--- src/rtl/hybrid_sequencer.sv ---
// Soft-start, commutation and protection sequencer for a half-bridge leg under
// hybrid control: ramps the switching-surface angle, inserts dead time and enforces dwell.
module hybrid_sequencer #(
    parameter int          DEAD_TIME  = 10,
    parameter int          MIN_DWELL  = 50,
    parameter int          RAMP_DIV   = 100,
    parameter logic [31:0] THETA_STEP = 32'd1000,
    parameter logic [13:0] I_LIMIT    = 14'd4000
) (
    input  logic               i_clock,
    input  logic               i_RESET,
    input  logic               i_enable,
    input  logic               i_sigma,
    input  logic signed [13:0] i_iC,
    input  logic signed [31:0] i_theta_start,
    input  logic signed [31:0] i_theta_target,
    input  logic               i_fault_clr,
    output logic signed [31:0] o_theta,
    output logic               o_gate_H,
    output logic               o_gate_L,
    output logic [1:0]         o_state,
    output logic               o_fault
);

    typedef enum logic [1:0] {
        S_IDLE  = 2'd0,
        S_RAMP  = 2'd1,
        S_RUN   = 2'd2,
        S_FAULT = 2'd3
    } state_t;

    localparam int DTW = (DEAD_TIME > 1) ? $clog2(DEAD_TIME) : 1;
    localparam int DWW = (MIN_DWELL > 0) ? $clog2(MIN_DWELL + 1) : 1;
    localparam int RDW = (RAMP_DIV > 1) ? $clog2(RAMP_DIV) : 1;
    localparam logic [DTW-1:0] DT_LAST   = DTW'(DEAD_TIME - 1);
    localparam logic [DWW-1:0] DWELL_MAX = DWW'(MIN_DWELL);
    localparam logic [RDW-1:0] RAMP_LAST = RDW'(RAMP_DIV - 1);

    state_t             r_state;
    logic               r_s, r_lat, r_dt_act;
    logic [DTW-1:0]     r_dt_cnt;
    logic [DWW-1:0]     r_dwell;
    logic [RDW-1:0]     r_ramp_cnt;
    logic signed [31:0] r_theta;
    logic               r_gate_H, r_gate_L, r_fault;

    state_t             w_nx_state;
    logic               w_nx_s, w_nx_lat, w_nx_dt_act, w_commit, w_nx_drive;
    logic [DTW-1:0]     w_nx_dt_cnt;
    logic [DWW-1:0]     w_nx_dwell;
    logic [RDW-1:0]     w_nx_ramp_cnt;
    logic signed [31:0] w_nx_theta, w_theta_step;
    logic signed [33:0] w_diff;
    logic [33:0]        w_mag;
    logic [14:0]        w_iC_ext, w_iabs;
    logic               w_oc;

    // 15-bit magnitude so the most negative sample does not wrap
    assign w_iC_ext = {i_iC[13], i_iC};
    assign w_iabs   = i_iC[13] ? (~w_iC_ext + 15'd1) : w_iC_ext;
    assign w_oc     = (w_iabs > {1'b0, I_LIMIT});

    // One ramp step toward the target, clamped so it never passes it
    assign w_diff       = $signed({{2{i_theta_target[31]}}, i_theta_target})
                        - $signed({{2{r_theta[31]}}, r_theta});
    assign w_mag        = w_diff[33] ? 34'(-w_diff) : 34'(w_diff);
    assign w_theta_step = (w_mag <= {2'b00, THETA_STEP}) ? i_theta_target :
                          (w_diff[33] ? (r_theta - THETA_STEP) : (r_theta + THETA_STEP));

    always_comb begin
        w_nx_state    = r_state;
        w_nx_s        = r_s;
        w_nx_lat      = r_lat;
        w_nx_dt_act   = r_dt_act;
        w_nx_dt_cnt   = r_dt_cnt;
        w_nx_ramp_cnt = r_ramp_cnt;
        w_nx_theta    = r_theta;
        w_commit      = 1'b0;
        case (r_state)
            S_IDLE: begin
                w_nx_theta = i_theta_start;
                if (i_enable) begin
                    w_nx_state    = S_RAMP;
                    w_nx_ramp_cnt = '0;
                    w_nx_dt_act   = 1'b1;
                    w_nx_dt_cnt   = '0;
                    w_nx_lat      = i_sigma;
                end
            end
            S_RAMP, S_RUN: begin
                if (w_oc) begin
                    w_nx_state  = S_FAULT;
                    w_nx_dt_act = 1'b0;
                    w_nx_dt_cnt = '0;
                end else if (!i_enable) begin
                    w_nx_state  = S_IDLE;
                    w_nx_dt_act = 1'b0;
                    w_nx_dt_cnt = '0;
                    w_nx_theta  = i_theta_start;
                end else begin
                    if (r_dt_act) begin
                        if (r_dt_cnt == DT_LAST) begin
                            w_commit    = 1'b1;
                            w_nx_s      = r_lat;
                            w_nx_dt_act = 1'b0;
                            w_nx_dt_cnt = '0;
                        end else begin
                            w_nx_dt_cnt = r_dt_cnt + 1'b1;
                        end
                    end else if ((r_s != i_sigma) && (r_dwell == DWELL_MAX)) begin
                        w_nx_dt_act = 1'b1;
                        w_nx_dt_cnt = '0;
                        w_nx_lat    = i_sigma;
                    end
                    if (r_state == S_RUN) begin
                        w_nx_theta = i_theta_target;
                    end else if (r_theta == i_theta_target) begin
                        w_nx_state = S_RUN;
                    end else if (r_ramp_cnt == RAMP_LAST) begin
                        w_nx_ramp_cnt = '0;
                        w_nx_theta    = w_theta_step;
                    end else begin
                        w_nx_ramp_cnt = r_ramp_cnt + 1'b1;
                    end
                end
            end
            S_FAULT: begin
                if (i_fault_clr && !i_enable) begin
                    w_nx_state = S_IDLE;
                    w_nx_theta = i_theta_start;
                end
            end
            default: w_nx_state = S_IDLE;
        endcase
        w_nx_dwell = w_commit ? '0 : ((r_dwell == DWELL_MAX) ? r_dwell : r_dwell + 1'b1);
        w_nx_drive = ((w_nx_state == S_RAMP) || (w_nx_state == S_RUN)) && !w_nx_dt_act;
    end

    always_ff @(posedge i_clock or negedge i_RESET) begin
        if (!i_RESET) begin
            r_state    <= S_IDLE;
            r_s        <= 1'b0;
            r_lat      <= 1'b0;
            r_dt_act   <= 1'b0;
            r_dt_cnt   <= '0;
            r_dwell    <= DWELL_MAX;
            r_ramp_cnt <= '0;
            r_theta    <= '0;
            r_gate_H   <= 1'b0;
            r_gate_L   <= 1'b0;
            r_fault    <= 1'b0;
        end else begin
            r_state    <= w_nx_state;
            r_s        <= w_nx_s;
            r_lat      <= w_nx_lat;
            r_dt_act   <= w_nx_dt_act;
            r_dt_cnt   <= w_nx_dt_cnt;
            r_dwell    <= w_nx_dwell;
            r_ramp_cnt <= w_nx_ramp_cnt;
            r_theta    <= w_nx_theta;
            r_gate_H   <= w_nx_drive & w_nx_s;
            r_gate_L   <= w_nx_drive & ~w_nx_s;
            r_fault    <= (w_nx_state == S_FAULT);
        end
    end

    assign o_theta  = r_theta;
    assign o_gate_H = r_gate_H;
    assign o_gate_L = r_gate_L;
    assign o_state  = r_state;
    assign o_fault  = r_fault;

endmodule

--- config.mk ---
export PLATFORM = sky130hd
export DESIGN_NAME = hybrid_sequencer
export DESIGN_NICKNAME = d
export VERILOG_FILES = /design/src/rtl/hybrid_sequencer.sv
export SDC_FILE = /design/constraint.sdc
export NUM_CORES = 1
export LEC_CHECK = 0
export ABC_AREA = 1
export CAP_MARGIN = 10
export CORE_MARGIN = 2
export CORE_UTILIZATION = 60
export CTS_CLUSTER_DIAMETER = 120
export DETAILED_ROUTE_END_ITERATION = 7
export HOLD_SLACK_MARGIN = 0.06
export PLACE_DENSITY = 0.84
export SETUP_SLACK_MARGIN = 0.2
export SKIP_LAST_GASP = 1
export SYNTH_ARGS = -nofsm -noshare
export SYNTH_HDL_FRONTEND = slang
export SYNTH_SLANG_ARGS = --single-unit
--- constraint.sdc ---
create_clock -name i_clock -period 8.8 [get_ports i_clock]
set_clock_uncertainty 0.2 [all_clocks]
set_input_delay 1.32 -clock i_clock [delete_from_list [all_inputs] [get_ports i_clock]]
set_output_delay 1.32 -clock i_clock [all_outputs]
set_load 0.02 [all_outputs]
==> summary.md <==
| Metric | Value |
|---|---|
| Clk pin slew, worst setup/hold paths | `60 ps` |
| Sequential fraction of the synthesis area | `16.1%` |
| Vias in the first global route | `9882` |
| Most frequent cell after synthesis | `nand2_1` |
| Maxcap violations | `0` |
| Fin. max-slew vios | `0` |
| PostCTS Resize Cnt | `0` |
| Reg-to-reg startpoint | `o_theta[21]` |
| Ant. Diodes | `0` |
| CTS root buf | `clkbuf_16` |
| CP dominant cell by count | `nand2_1` |
| Vias/cell | `5.46` |
| Core Util, Final | `72.0%` |
| Critical path class | `primary input to flop` |
| Critical Path Start Type | `primary input` |
| Tot GR Track Use | `34.3%` |
| Area share of the largest cell type after synthesis | `21.2%` |
| Final wirelength | `26700 um` |
| Total CTS buffers | `9` |
| Final Setup Violations | `0` |
| Crit-path max cell delay | `560 ps` |
| Final setup TNS | `0 ps` |
| Period utilization | `76.3%` |
| Met2 usage | `57.4%` |
| Core ar. | `14500 sq um` |
| Maximum number of pins on one net before global-route repair | `69` |
| Synth Flop Type | `dfrtp_1` |
| Post-synth EDFFs | `0` |
| Postcts setup bufs | `0` |
| Min-Delay Path Class | `flop to flop` |
| CTS tree | `built` |
| Post-Syn Instances | `1585` |
| Asr flop ratio synth | `100%` |
| Status | `complete, no violations` |
| Slew headroom | `23.5%` |
| Worst path top cell family by delay | `compound AO/OA/AOI/OAI gates` |
| Highest-delay cell along the critical path | `buf_4` |
| Area of the die | `15800 sq um` |
| Total gr overflow | `0` |
| Clock Sinks | `57` |
| Syn Nets | `1740` |
| Rows | `44` |
| Worst setup path startpoint | `i_theta_target[0]` |
| Syn_area_per_cell | `5.62 sq um` |
| Min-delay src | `r_ramp_cnt[1]` |
| Setup WS post-layout | `2090 ps` |
| HPWL after DPL | `21400 um` |
| Met1 usage | `45.2%` |
| First-pass DRT Iterations | `5` |
| Synth Register Bits | `57` |
| Synth area leaders | `nand2_1 (21%), dfrtp_1 (15%), inv_1 (12%)` |
| DR vias | `10276` |
| Global-route wire length before repair | `45300 um` |
| Maximum clock rate | `149 MHz` |
| Final worst path period need | `6710 ps` |
| Worst Tran Pin Value | `1140 ps` |
| R2R Setup Slk | `3150 ps` |
| Area leader, netlist | `nand2_1` |
| Worst Path Buf+Inv | `4` |
| Post-cts hold buffer count | `0` |
| Port Buf Inserts | `119` |
| Placer's final routability congestion estimate | `0.989` |
| Per-cell routed wire length | `14.2 um` |
| Area delta synth->final | `17.6%` |
| Crit path DAT | `6730 ps` |
| Unrepaired setup endpoints after global routing | `no` |
| Die X | `126 um` |
| Synth Cell Area | `8900 sq um` |
| Top cells by count, synth | `nand2_1 (502), inv_1 (276), nor2_1 (163)` |
| CP Capture Type | `flop` |
| Initial antenna violation count | `0` |
| Antenna viol nets, final | `0` |
| Busiest layer in global routing | `met2` |
| CP max FO | `68` |
| Die Ht | `126 um` |
| Post-synth cell types | `51` |
| I/O pins | `120` |
| Nets | `1848` |
| Layout cell share with drive strength beyond 1 | `3.89%` |
| WP data required | `8820 ps` |
| DRT iter0 DRCs | `944` |
| Initial Util | `61.2%` |
| Clk Latency, worst-skew pair | `340 ps` |
| H-tree levels | `3` |
| Synthesis Warnings | `0` |
| Met3 usage | `4.12%` |
| Place WS | `1890 ps` |
| Clock buffer depth | `2` |
| Drt drc | `0` |
| Final hold violations | `0` |
==> kinds of logic after synthesis <==
group | after synthesis | synth area share (%)
buffers and inverters | 318 | 14.2
adder cells (fa/ha/maj) | 72 | 10.3
XOR/XNOR | 40 | 3.94
AND/OR/NAND/NOR | 906 | 43.5
AO/OA/AOI/OAI | 192 | 12.0
flip-flops | 57 | 16.1
==> area by class of cell <==
| cell class | count | area (sq um) |
|---|---|---|
| flip-flops and latches | 57 | 1430 |
| clock inverters | 5 | 56.3 |
| repair buffers | 124 | 1220 |
| clock buffers | 11 | 233 |
| fillers | 1352 | 4070 |
| inverters | 291 | 1090 |
| multi-input cells | 1210 | 6200 |
| well taps | 184 | 230 |
==> flip-flops by register name (all words and copies together), names as in the netlist <==
name / count
o_fault: 1
r_dt_act: 1
o_gate_L: 1
r_ramp_cnt: 7
r_dwell: 6
r_dt_cnt: 4
r_lat: 1
o_theta: 32
o_gate_H: 1
r_s: 1
o_state: 2
==> layout by cell type (no fill, tap or decap), types with 5 or more instances in the layout <==
cell type	instances
dfrtp_1	54
inv_2	12
xor2_1	25
nor3_1	15
clkbuf_16	9
nand3b_1	8
nand4_1	21
nand2_1	502
a21oi_1	118
clkdlybuf4s50_1	118
ha_1	70
buf_4	5
and2_1	7
nor2_1	163
nand3_1	155
nor2_2	6
a31oi_1	5
xnor2_1	15
nand2_2	10
o21ai_0	32
inv_1	276
==> stage by stage <==
stage / std cells / hold WS [ps] / cell area [sq um]
global route: 1882 / 352 / 10500
detailed placement: 1866 / 303 / 10200
floorplan: 1585 / 274 / 8900
global placement: 1866 / 296 / 10200
CTS: 1882 / 315 / 10500
finish: 1882 / 320 / 10500
==> path summary, 6_finish.rpt <==
check,endpoint,depth (start not counted)
setup / recovery,o_theta[26],30
hold / removal,r_ramp_cnt[1],2
setup reg to reg,o_theta[26],26
hold reg to reg,r_ramp_cnt[1],2
max in group asynchronous,o_theta[20],2
min in group asynchronous,r_dwell[2],2
==> per-layer routing <==
| layer | vias up | wire, um |
|---|---|---|
| li1 | 5231 | - |
| met4 | 0 | 905 |
| met1 | 4631 | 11700 |
| met5 | - | 0 |
| met2 | 351 | 12400 |
| met3 | 63 | 1660 |
==> worst reg2reg max path, stage by stage, from the launching register on <==
cell	delay (ps)
dfrtp_1	460
inv_1	70
ha_1	400
nand2_1	120
nor2_1	160
inv_2	70
nor3_2	170
and2_1	260
nand2_1	110
nand2_1	90
nand2_2	70
nand2_2	70
buf_4	560
ha_1	420
nand3_1	80
nand2_1	100
a21oi_1	210
o21ai_0	180
a21boi_0	440
o21ai_0	230
a21boi_0	320
o21bai_1	150
a21oi_1	170
xor2_1	160
nand3_1	90
nand3_1	120
a21oi_1	70
Power is left out: the tool's default activity adds up to more than one toggle a clock period on the data nets, which glitch-free logic cannot reach.
